==> src/rtl/axil_rd_timeout.sv <==
// AXI-lite read timeout stage: forwards one read at a time toward the CDC and
// answers the requester with SLVERR if the far side stays silent for TIMEOUT cycles.
module axil_rd_timeout #(
    parameter int unsigned DATA_WIDTH = 32,
    parameter int unsigned ADDR_WIDTH = 32,
    parameter int unsigned TIMEOUT    = 1024,
    parameter logic [31:0] ERR_DATA   = 32'hDEADBEEF
) (
    input  logic                  s_clk,
    input  logic                  s_rst,
    input  logic [ADDR_WIDTH-1:0] s_axil_araddr,
    input  logic [2:0]            s_axil_arprot,
    input  logic                  s_axil_arvalid,
    output logic                  s_axil_arready,
    output logic [DATA_WIDTH-1:0] s_axil_rdata,
    output logic [1:0]            s_axil_rresp,
    output logic                  s_axil_rvalid,
    input  logic                  s_axil_rready,
    output logic [ADDR_WIDTH-1:0] m_axil_araddr,
    output logic [2:0]            m_axil_arprot,
    output logic                  m_axil_arvalid,
    input  logic                  m_axil_arready,
    input  logic [DATA_WIDTH-1:0] m_axil_rdata,
    input  logic [1:0]            m_axil_rresp,
    input  logic                  m_axil_rvalid,
    output logic                  m_axil_rready,
    output logic [15:0]           timeout_count,
    output logic                  busy
);

    localparam int unsigned           CNT_W       = (TIMEOUT > 2) ? $clog2(TIMEOUT) : 1;
    localparam logic [CNT_W-1:0]      CNT_LAST    = CNT_W'(TIMEOUT - 1);
    localparam logic [CNT_W-1:0]      CNT_ONE     = CNT_W'(1);
    localparam logic [DATA_WIDTH-1:0] ERR_RDATA   = DATA_WIDTH'(ERR_DATA);
    localparam logic [1:0]            RESP_SLVERR = 2'b10;

    typedef enum logic [2:0] {
        IDLE  = 3'd0,
        ADDR  = 3'd1,
        WAIT  = 3'd2,
        RESP  = 3'd3,
        ERESP = 3'd4,
        DRAIN = 3'd5
    } state_t;

    function automatic logic [15:0] sat_inc16(input logic [15:0] v);
        sat_inc16 = (v == 16'hFFFF) ? v : v + 16'd1;
    endfunction

    state_t                  state_r, state_n;
    logic [ADDR_WIDTH-1:0]   addr_r, addr_n;
    logic [2:0]              prot_r, prot_n;
    logic                    arvalid_r, arvalid_n;
    logic [DATA_WIDTH-1:0]   rdata_r, rdata_n;
    logic [1:0]              rresp_r, rresp_n;
    logic                    rvalid_r, rvalid_n;
    logic [CNT_W-1:0]        cnt_r, cnt_n;
    logic                    late_done_r, late_done_n;
    logic [15:0]             tcount_r, tcount_n;

    logic                    ar_hs_s;
    logic                    m_ar_hs_s;
    logic                    m_rready_s;
    logic                    m_r_hs_s;

    // After a timeout the late response is only accepted once the address has gone out.
    assign m_rready_s = (state_r == WAIT) ||
                        (((state_r == ERESP) || (state_r == DRAIN)) && !arvalid_r && !late_done_r);
    assign ar_hs_s    = s_axil_arvalid && (state_r == IDLE);
    assign m_ar_hs_s  = arvalid_r && m_axil_arready;
    assign m_r_hs_s   = m_axil_rvalid && m_rready_s;

    assign s_axil_arready = (state_r == IDLE);
    assign busy           = (state_r != IDLE);
    assign m_axil_rready  = m_rready_s;
    assign m_axil_araddr  = addr_r;
    assign m_axil_arprot  = prot_r;
    assign m_axil_arvalid = arvalid_r;
    assign s_axil_rdata   = rdata_r;
    assign s_axil_rresp   = rresp_r;
    assign s_axil_rvalid  = rvalid_r;
    assign timeout_count  = tcount_r;

    // Next-state and next-register values for the whole transaction FSM.
    always_comb begin
        state_n     = state_r;
        addr_n      = addr_r;
        prot_n      = prot_r;
        rdata_n     = rdata_r;
        rresp_n     = rresp_r;
        rvalid_n    = rvalid_r;
        cnt_n       = cnt_r;
        late_done_n = late_done_r;
        tcount_n    = tcount_r;

        // The downstream address is never withdrawn, whatever the FSM is doing.
        if (m_ar_hs_s) begin
            arvalid_n = 1'b0;
        end else begin
            arvalid_n = arvalid_r;
        end

        case (state_r)
            IDLE: begin
                if (ar_hs_s) begin
                    addr_n      = s_axil_araddr;
                    prot_n      = s_axil_arprot;
                    arvalid_n   = 1'b1;
                    cnt_n       = '0;
                    late_done_n = 1'b0;
                    state_n     = ADDR;
                end else begin
                    state_n = IDLE;
                end
            end
            ADDR: begin
                if (cnt_r == CNT_LAST) begin
                    state_n  = ERESP;
                    rvalid_n = 1'b1;
                    rdata_n  = ERR_RDATA;
                    rresp_n  = RESP_SLVERR;
                    tcount_n = sat_inc16(tcount_r);
                end else begin
                    cnt_n   = cnt_r + CNT_ONE;
                    state_n = m_ar_hs_s ? WAIT : ADDR;
                end
            end
            WAIT: begin
                // A response in the expiry cycle beats the timeout.
                if (m_axil_rvalid) begin
                    rdata_n  = m_axil_rdata;
                    rresp_n  = m_axil_rresp;
                    rvalid_n = 1'b1;
                    state_n  = RESP;
                end else if (cnt_r == CNT_LAST) begin
                    state_n  = ERESP;
                    rvalid_n = 1'b1;
                    rdata_n  = ERR_RDATA;
                    rresp_n  = RESP_SLVERR;
                    tcount_n = sat_inc16(tcount_r);
                end else begin
                    cnt_n = cnt_r + CNT_ONE;
                end
            end
            RESP: begin
                if (s_axil_rready) begin
                    rvalid_n = 1'b0;
                    state_n  = IDLE;
                end else begin
                    state_n = RESP;
                end
            end
            ERESP: begin
                if (m_r_hs_s) begin
                    late_done_n = 1'b1;
                end else begin
                    late_done_n = late_done_r;
                end
                if (s_axil_rready) begin
                    rvalid_n = 1'b0;
                    state_n  = (late_done_r || m_r_hs_s) ? IDLE : DRAIN;
                end else begin
                    state_n = ERESP;
                end
            end
            DRAIN: begin
                if (m_r_hs_s) begin
                    late_done_n = 1'b1;
                    state_n     = IDLE;
                end else begin
                    state_n = DRAIN;
                end
            end
            default: begin
                state_n  = IDLE;
                rvalid_n = 1'b0;
            end
        endcase
    end

    // State and datapath registers.
    always_ff @(posedge s_clk or posedge s_rst) begin
        if (s_rst) begin
            state_r     <= IDLE;
            addr_r      <= '0;
            prot_r      <= 3'b000;
            arvalid_r   <= 1'b0;
            rdata_r     <= '0;
            rresp_r     <= 2'b00;
            rvalid_r    <= 1'b0;
            cnt_r       <= '0;
            late_done_r <= 1'b0;
            tcount_r    <= 16'h0000;
        end else begin
            state_r     <= state_n;
            addr_r      <= addr_n;
            prot_r      <= prot_n;
            arvalid_r   <= arvalid_n;
            rdata_r     <= rdata_n;
            rresp_r     <= rresp_n;
            rvalid_r    <= rvalid_n;
            cnt_r       <= cnt_n;
            late_done_r <= late_done_n;
            tcount_r    <= tcount_n;
        end
    end

endmodule

==> config.mk <==
export PLATFORM = sky130hd
export DESIGN_NAME = axil_rd_timeout
export DESIGN_NICKNAME = d
export VERILOG_FILES = /design/src/rtl/axil_rd_timeout.sv
export SDC_FILE = /design/constraint.sdc
export NUM_CORES = 1
export LEC_CHECK = 0
export CORE_ASPECT_RATIO = 0.8
export CORE_MARGIN = 8
export CORE_UTILIZATION = 44
export CTS_CLUSTER_DIAMETER = 100
export DETAILED_ROUTE_END_ITERATION = 16
export PLACE_DENSITY = 0.81
export SLEW_MARGIN = 20
export SYNTH_ARGS = -nofsm -noshare
export SYNTH_HDL_FRONTEND = slang
export SYNTH_SLANG_ARGS = --single-unit
==> constraint.sdc <==
create_clock -name s_clk -period 4.1 [get_ports s_clk]
set_clock_uncertainty 0.2 [all_clocks]
set_input_delay 0.82 -clock s_clk [delete_from_list [all_inputs] [get_ports s_clk]]
set_output_delay 0.82 -clock s_clk [all_outputs]
set_load 0.005 [all_outputs]
* After elaboration in Yosys (flattened, before gate mapping) *
Index checks and enable logic that the tools add are counted.

operators by class
  add/sub/neg operators = 2
  equality and inequality tests = 12
  muxes and demuxes = 34
  bitwise operators = 1
  reduce and logical (&&, ||, !) cells = 23

operators with widths
  cell                   number
  $mux 32                2
  $pmux 32 s2            1
  $mux 16                3
  $pmux 16 s2            1
  $mux 10                3
  $pmux 10 s3            1
  $mux 3                 6
  $pmux 3 s6             1
  $add 16x1->16 const B  1
  $eq 16x16->1 const B   1
  $add 10x1->10 const B  1
  $eq 10x10->1 const B   1
  $mux 1                 9
  $mux 2                 4
  $eq 3x2->1 const B     2
  $eq 3x3->1 const B     2
  $ne 2x1->1 const B     3
  $reduce_and 2->1       3
  $reduce_and 3->1       2
  $reduce_bool 3->1      2
  $reduce_or 2->1        3
  $logic_and 1x1->1      5
  $pmux 1 s4             1
  $pmux 2 s2             1
  9 further kinds        13

word-level totals
  register bits = 101
  input port bits = 75
  output and inout bits = 90
  logic and storage cells = 82

* Logic depth before layout (Yosys ltp) *
Gate-level depths: netlist of the first run.

  depth after elaboration = 10
  gate-level depth with buffers = 7
  mapped depth without buffers = 6

* Worst setup path before layout of the first run *
OpenSTA, ideal clock, no wires.

  path type = input -> register
  from = in m_axil_rvalid
  to = reg tcount_r[15] (netlist: timeout_count[15])
  setup time = 0.079 ns
  arrival = 2.121 ns
  required time = 3.821 ns
  path slack = 1.700 ns
  stages = 6
  cell sequence = and2b_1 and2_1 or3_1 buf_2 nor4_1 xor2_1

between the ends
  longest elaborated chain between the ends = 2

ends and longest elaborated chain
  what                               line  source
  start: declaration                 25    input logic m_axil_rvalid,
  $ne 2x2->1 (no source line)        n/a
  $reduce_and 2->1 (no source line)  n/a
  end signal: assignment             204   tcount_r <= tcount_n;
  end: declaration                   59    logic [15:0] tcount_r, tcount_n;

Every way passes these cells.
A chain may end at the register's enable or synchronous reset.

* Worst setup path in the final report of the first run *
  from = reg state_r[1]
  to = out m_axil_rready

between the ends
  longest elaborated chain between the ends = 5
  elaborated cells between the ends (all ways) = 7
  those cells by class = eq/ne (3); reduce/logical (4)

ends and longest elaborated chain
  what                             line  source
  start: declaration               50    state_t state_r, state_n;
  start signal: assignment         195   state_r <= state_n;
  $eq 3x3->1                       68    (((state_r == ERESP) || (state_r == DRAIN)) && !arvalid_r && !late_done_r);
  $logic_or 1x1->1                 68
  $logic_and 1x1->1 (2 in series)  68
  $logic_or 1x1->1 (*)             67    assign m_rready_s = (state_r == WAIT) ||
  end: declaration                 26    output logic m_axil_rready,

Mark *: on every way between the ends. The rest lies on a longest branch, timed or not.

==> results of run 1 <==
-- per-stage QoR --
step	hold WS (ns)	total power [µW]	std cells	setup WS [ns]
final	0.275	3970	696	1.10
after global routing	0.300	4230	696	0.994
after CTS	0.279	4020	696	1.11
after detailed placement	0.262	3040	681	0.873
after global placement	0.258	2970	681	0.975
after floorplan	0.270	2090	413	0.433
-- synth_stat cells --
cell,instances
a211oi_1,1
a21oi_1,1
a221oi_1,1
a22o_1,9
a31o_2,1
a31oi_1,1
and2_1,4
and2b_1,1
and3_1,2
and3b_1,1
and4_1,2
and4b_1,1
buf_2,3
buf_6,1
clkbuf_1,16
dfrtp_1,101
ha_1,2
inv_1,9
mux2_2,1
nand2_1,131
nand2b_1,1
nand3_1,8
nand4_1,16
nand4_4,1
nand4b_1,1
nor2_1,15
nor2b_1,3
nor3_1,9
nor4_1,5
o2111ai_1,2
o21ai_0,7
o21bai_1,2
o22a_1,25
o31ai_1,1
o32ai_1,1
or3_1,3
or3b_2,1
xnor2_1,9
xor2_1,13
xor2_2,1
-- cells in the final DEF (no fill, tap or decap), drive strengths merged, types with 9 or more instances in the layout --
cell           instances
clkbuf                11
nand4                 17
clkdlybuf4s50        164
o22a                  25
xnor2                  9
dfrtp                101
nor3                   9
a22o                   9
nor2                  15
inv                    9
xor2                  14
nand2                131
-- worst max-delay path, delay by kind of cell (launching register included) --
family / cells / cell delay (ns)
compound gates: 1 / 0.27
simple gates: 1 / 0.10
flops: 1 / 0.53
buf+inv: 2 / 0.75
-- state kept, by name, indices dropped and copies added, names as in the netlist, 2 cells and up --
| signal | cells |
|---|---|
| state_r | 3 |
| cnt_r | 10 |
| s_axil_rresp | 2 |
| m_axil_arprot | 3 |
| timeout_count | 16 |
| m_axil_araddr | 32 |
| s_axil_rdata | 32 |
-- final cells by class --
class	count	area [µm²]
clock buffers	11	253
clock inverters	4	95.1
fillers	770	3160
inverters	9	36.3
multi-input cells	283	1590
flip-flops and latches	101	2530
well taps	119	149
repair buffers	169	1680
-- power groups by stage --
stage	clock (µW)	combinational (µW)	sequential, µW
final	968	1430	1570
after global routing	1040	1570	1620
after CTS	993	1460	1570
after global placement	0	1410	1560
after floorplan	0	520	1570
after detailed placement	0	1450	1580
-- layer usage --
metal	track usage, %	up-vias	wire, µm
met2	28.8	145	5290
li1	-	1725	-
met3	9.07	11	1300
met1	21.8	1752	4990
met4	5.14	0	129
met5	0	-	0
-- final timing paths --
check	slack (ns)	to	depth (start not counted)	from
setup / recovery	1.10	m_axil_rready	4	state_r[1]
hold / removal	0.28	m_axil_araddr[18]	2	m_axil_araddr[18]
setup reg to reg	1.52	timeout_count[15]	5	state_r[0]
hold reg to reg	0.28	m_axil_araddr[18]	2	m_axil_araddr[18]
max in group asynchronous	2.13	m_axil_araddr[28]	3	s_rst
min in group asynchronous	0.80	s_axil_rdata[30]	2	s_rst
-- logic make-up after synthesis --
family | share of synthesized area, %
muxes | 0.266
and+or+nand+nor | 21.9
adders and majority gates | 0.590
buffers and inverters | 2.83
xor gates and xnor gates | 4.93
DFF | 59.6
AOI/OAI and AO/OA | 9.86
==> run_results.csv, run 1 <==
group,metric,value,unit
logic_synthesis,synth_top_area_share,59.6,%
clock_tree,cts_setup_buffers,0,
cells_and_area,n_antenna_cell,0,
critical_path,endpoint_kind,"output port",
sta,finalSetupViolCount,0,
sta,fin_crit_sh,73.2,%
clock_tree,clkTransAtPathRegs,0.06,ns
sta,fin_tns_setup,0,ns
routing,dr.pass1.iters,4,
logic_synthesis,synth_area_leader_cell,"dfrtp_1",
clock_tree,cts_tree,"yes",
routing,vias_per_cell,5.22,
logic_synthesis,syn_area,4240,µm²
critical_path,cp.required,3.08,ns
sta,relSlewSlack,43.4,%
run,cap_violations,0,
place,io_buffers,164,
floorplan,num_rows,32,
pwr,peakVddDrop,0.383,mV
cells_and_area,design_area,6330,µm²
pwr,clkPwrFrac,24.4,%
logic_synthesis,synth-seq-area-share,59.6,%
sta,slew_violations,0,
sta,worst-slew-pin-transition,0.846,ns
floorplan,initial_utilization,44.7,%
routing,wirelength,11700,µm
routing,ant_nets,0,
place,dpl-instance-area,5980,µm²
global_route,antenna_found_initial,0,
critical_path,crit_fanout,12,
pwr,p_leak,0.00275,µW
logic_synthesis,synth_nets,490,
pwr,seqPwrFrac,39.6,%
sta,fmax,333,MHz
sta,hold_viol_final,0,
clock_tree,cts_buffers,9,
logic_synthesis,syn-mean-instance-area,10.3,µm²
hold_path,hold_class,"reg2reg",
critical_path,worstPathCellList,"inv_1 > nand2_1 > o32ai_1 > clkdlybuf4s50_1",
cells_and_area,syn2layout_area_growth,49.4,%
global_route,gr-usage-all-layers,18.3,%
floorplan,core,9490,µm²
floorplan,dieArea,13100,µm²
place,dp_hpwl,8680,µm
critical_path,worst_path_largest_cell_delay,0.59,ns
pwr,switching_share,28.6,%
sta,rsz0062_at_grt,"false",
global_route,grt_pass1_vias,3880,
critical_path,crit_type,"reg2out",
global_route,grt_max_degree,66,
cells_and_area,drive_gt1_share,4.51,%
logic_synthesis,synth_cell_types,40,
logic_synthesis,synthCells,413,
floorplan,num_io_pins,165,
logic_synthesis,ys_seq_elements,101,
critical_path,cp.arrival,1.98,ns
clock_tree,cts_resized,0,
logic_synthesis,synth_area_leaders,"dfrtp_1, nand2_1, o22a_1, xor2_1, nand4_1",
routing,drc,0,
pwr,p_sw,1140,µW
critical_path,worstSetupStartpointType,"flip-flop",
clock_tree,cts_hold_buf,0,
clock_tree,clockBufferDepth,2,
floorplan,fp.dieW,126,µm
status,status,"finished, final reports clean",
pwr,power.internal,2830,µW
logic_synthesis,yosys_warnings,0,
clock_tree,clock_latency,0.33,ns
cells_and_area,layout.nets,650,
clock_tree,cts_max_level,3,
clock_tree,cts-root-buf,"clkbuf_16",
routing,vias,3633,
critical_path,critPathSlowestCell,"clkdlybuf4s50_1",
global_route,grt_overflow,0,
global_route,grt_pass1_wl,19700,µm
pwr,power_density,627,nW/µm²
place,routabilityCongestion,0.795,
routing,drtIter0Drc,310,
clock_tree,cts.sinks,101,
cells_and_area,final_util,66.7,%
floorplan,die_h,104,µm
routing,drt-wirelength-per-cell,16.8,µm
sta,fin_crit,3.00,ns
pwr,combPwrFrac,36.0,%
Note: power is estimated with default switching activity, not from simulation.
==> run 2: changes to the inputs <==
--- a/config.mk
+++ b/config.mk
@@ -7,10 +7,10 @@
 export LEC_CHECK = 0
 export CORE_ASPECT_RATIO = 0.8
 export CORE_MARGIN = 8
-export CORE_UTILIZATION = 44
+export CORE_UTILIZATION = 39
 export CTS_CLUSTER_DIAMETER = 100
 export DETAILED_ROUTE_END_ITERATION = 16
-export PLACE_DENSITY = 0.81
+export PLACE_DENSITY = 0.76
 export SLEW_MARGIN = 20
 export SYNTH_ARGS = -nofsm -noshare
 export SYNTH_HDL_FRONTEND = slang
==> constraint.sdc (replaced) <==
create_clock -name s_clk -period 2.5 [get_ports s_clk]
set_clock_uncertainty 0.2 [all_clocks]
set_input_delay 0.5 -clock s_clk [delete_from_list [all_inputs] [get_ports s_clk]]
set_output_delay 0.5 -clock s_clk [all_outputs]
set_load 0.005 [all_outputs]
==> run 2 against run 1 <==
  * Count of clock-buffer cells in the layout is 1 higher
  * Power grew 65%
  * Clock power increased by 56%
  * Cell count increased by 6.0%
  * Global-route usage shrank 1.2 points
  * Via count rose by 2.3%
  * Final area up 2.5%
  * Combinational power is 76% higher
  * First-iteration DRC count decreased by 47%
  * Core utilization down 6.2 points
==> run_results.csv, run 2 (synthesis gave the netlist of run 1 again) <==
group,metric,value,unit
critical_path,crit_family,"buffers and inverters",
cells_and_area,design_area,6490,µm²
critical_path,cp.required,1.80,ns
critical_path,endpoint_kind,"output port",
pwr,switching_share,29.1,%
status,status,"finished, final reports clean",
critical_path,cp.arrival,1.70,ns
critical_path,reg2reg_to,"timeout_count[7]",
sta,fin_crit_sh,96.0,%
routing,drt-wirelength-per-cell,16.5,µm
cells_and_area,layout.nets,666,
routing,ant_nets,0,
critical_path,worstSetupStartpointType,"flip-flop",
global_route,grt_pass1_vias,3831,
pwr,peakVddDrop,0.607,mV
sta,slew_violations,0,
sta,hold_viol_final,0,
global_route,antenna_found_initial,0,
cells_and_area,final_cell_mix,"clkdlybuf4s50_1, nand2_1, dfrtp_1, o22a_1, buf_4",
clock_tree,cts_tree,"yes",
pwr,combPwrFrac,38.3,%
place,routabilityCongestion,0.858,
sta,fmax,417,MHz
routing,drc,0,
critical_path,cp_num_buf_inv,3,
clock_tree,clock_latency,0.34,ns
clock_tree,cts-root-buf,"clkbuf_16",
global_route,grt_overflow,0,
cells_and_area,n_antenna_cell,0,
sta,worst-slew-pin-transition,0.553,ns
critical_path,worstPathCellList,"buf_4 > nor3_1 > buf_4 > clkdlybuf4s50_1",
critical_path,crit_fanout,9,
clock_tree,clockBufferDepth,2,
floorplan,fp.dieW,133,µm
critical_path,crit_path_frequent_cell,"buf_4",
sta,setup_ws,0.101,ns
hold_path,whs_path_depth,2,
cells_and_area,layout_commonest_cell,"clkdlybuf4s50_1",
critical_path,reg2reg_depth,7,
place,dp_hpwl,9150,µm
place,io_buffers,164,
pwr,seqPwrFrac,38.7,%
clock_tree,cts.sinks,101,
floorplan,die_h,109,µm
run,cap_violations,0,
sta,relSlewSlack,63.0,%
sta,finalSetupViolCount,0,
critical_path,r2r_slack,0.20,ns
pwr,p_sw,1900,µW
routing,vias_per_cell,5.04,
floorplan,initial_utilization,39.5,%
global_route,grt_pass1_wl,19900,µm
global_route,gr-usage-all-layers,17.1,%
cells_and_area,drive_gt1_share,7.58,%
floorplan,num_rows,34,
routing,vias,3717,
cells_and_area,stdcell_count,738,
sta,rsz0062_at_grt,"false",
clock_tree,cts_hold_buf,0,
routing,dr.pass1.iters,4,
pwr,power_density,1010,nW/µm²
cells_and_area,syn2layout_area_growth,53.1,%
critical_path,crit_type,"reg2out",
clock_tree,cts_max_level,3,
global_route,grt_max_degree,102,
sta,fin_crit,2.40,ns
pwr,p_leak,0.00283,µW
clock_tree,clkTransAtPathRegs,0.07,ns
pwr,clkPwrFrac,23.0,%
pwr,power.internal,4640,µW
place,dpl-instance-area,6150,µm²
floorplan,core,10700,µm²
clock_tree,cts_buffers,9,
routing,wirelength,12200,µm
critical_path,worst_path_largest_cell_delay,0.50,ns
hold_path,holdCritStartpoint,"m_axil_arprot[1]",
place,dp.cells,720,
place,pre_cts_ws,-0.0477,ns
hold_path,holdPathEnd,"m_axil_arprot[1]",
critical_path,critPathSlowestCell,"clkdlybuf4s50_1",
floorplan,dieArea,14500,µm²
floorplan,num_io_pins,165,
routing,drtIter0Drc,163,
hold_path,hold_class,"reg2reg",
critical_path,rr_startpoint,"cnt_r[0]",
run 2: through the flow:
step	utilization, %	hold slack, ns	TNS, ns	total power (µW)
6_report	60.5	0.278	0	6550
4_1_cts	60.5	0.280	0	6650
5_1_grt	60.5	0.293	0	6970
3_5_place_dp	57.3	0.265	-0.0759	5080
2_1_floorplan	-	0.270	0	3430
3_3_place_gp	57.3	0.256	-0.0255	5000
run 2: repair_timing:
| action | 4_1_cts | 5_1_grt |
|---|---|---|
| endpoints found under the setup margin | 3 | 2 |
| resized for setup | 3 | 1 |
| pin swaps | 0 | 0 |
| setup buffers | 2 | 0 |
run 2: worst max path at each step:
stage	from	slack (ns)	depth (start not counted)	endpoint
2_1_floorplan	cnt_r[0]	0.29	7	timeout_count[15]
3_3_place_gp	m_axil_rvalid	-0.01	7	timeout_count[8]
3_5_place_dp	m_axil_rvalid	-0.05	7	timeout_count[7]
4_1_cts	state_r[1]	0.08	4	s_axil_arready
5_1_grt	state_r[1]	0.04	4	s_axil_arready
6_report	state_r[1]	0.10	4	s_axil_arready
run 2: per-layer routing:
metal,global-route usage [%],vias to the layer above,part of all wire [%]
met2,27.3,153,45
met5,0,-,0
li1,-,1765,-
met4,4.04,0,1.0
met1,20.0,1789,42
met3,9.39,10,12
run 2: cell type report:
cell class | instances | area [µm²]
tap | 144 | 180
fill | 928 | 4230
sequential | 101 | 2530
timing repair buffer | 185 | 1820
clock buffer | 12 | 256
inverter | 9 | 37.5
multi-input combinational | 283 | 1590
clock inverter | 4 | 70.1
run 2: tightest hold or removal path, cell delays in order, from the launching register on:
cell	delay, ns
dfrtp_1	0.34
nand2_1	0.05
nand2_1	0.05
run 2: power by group through the flow:
| stage | registers (µW) | clock network (µW) | logic [µW] |
|---|---|---|---|
| floorplan | 2580 | 0 | 853 |
| global placement | 2550 | 0 | 2450 |
| detailed placement | 2580 | 0 | 2500 |
| CTS | 2540 | 1550 | 2560 |
| global route | 2600 | 1600 | 2770 |
| finish | 2530 | 1510 | 2510 |
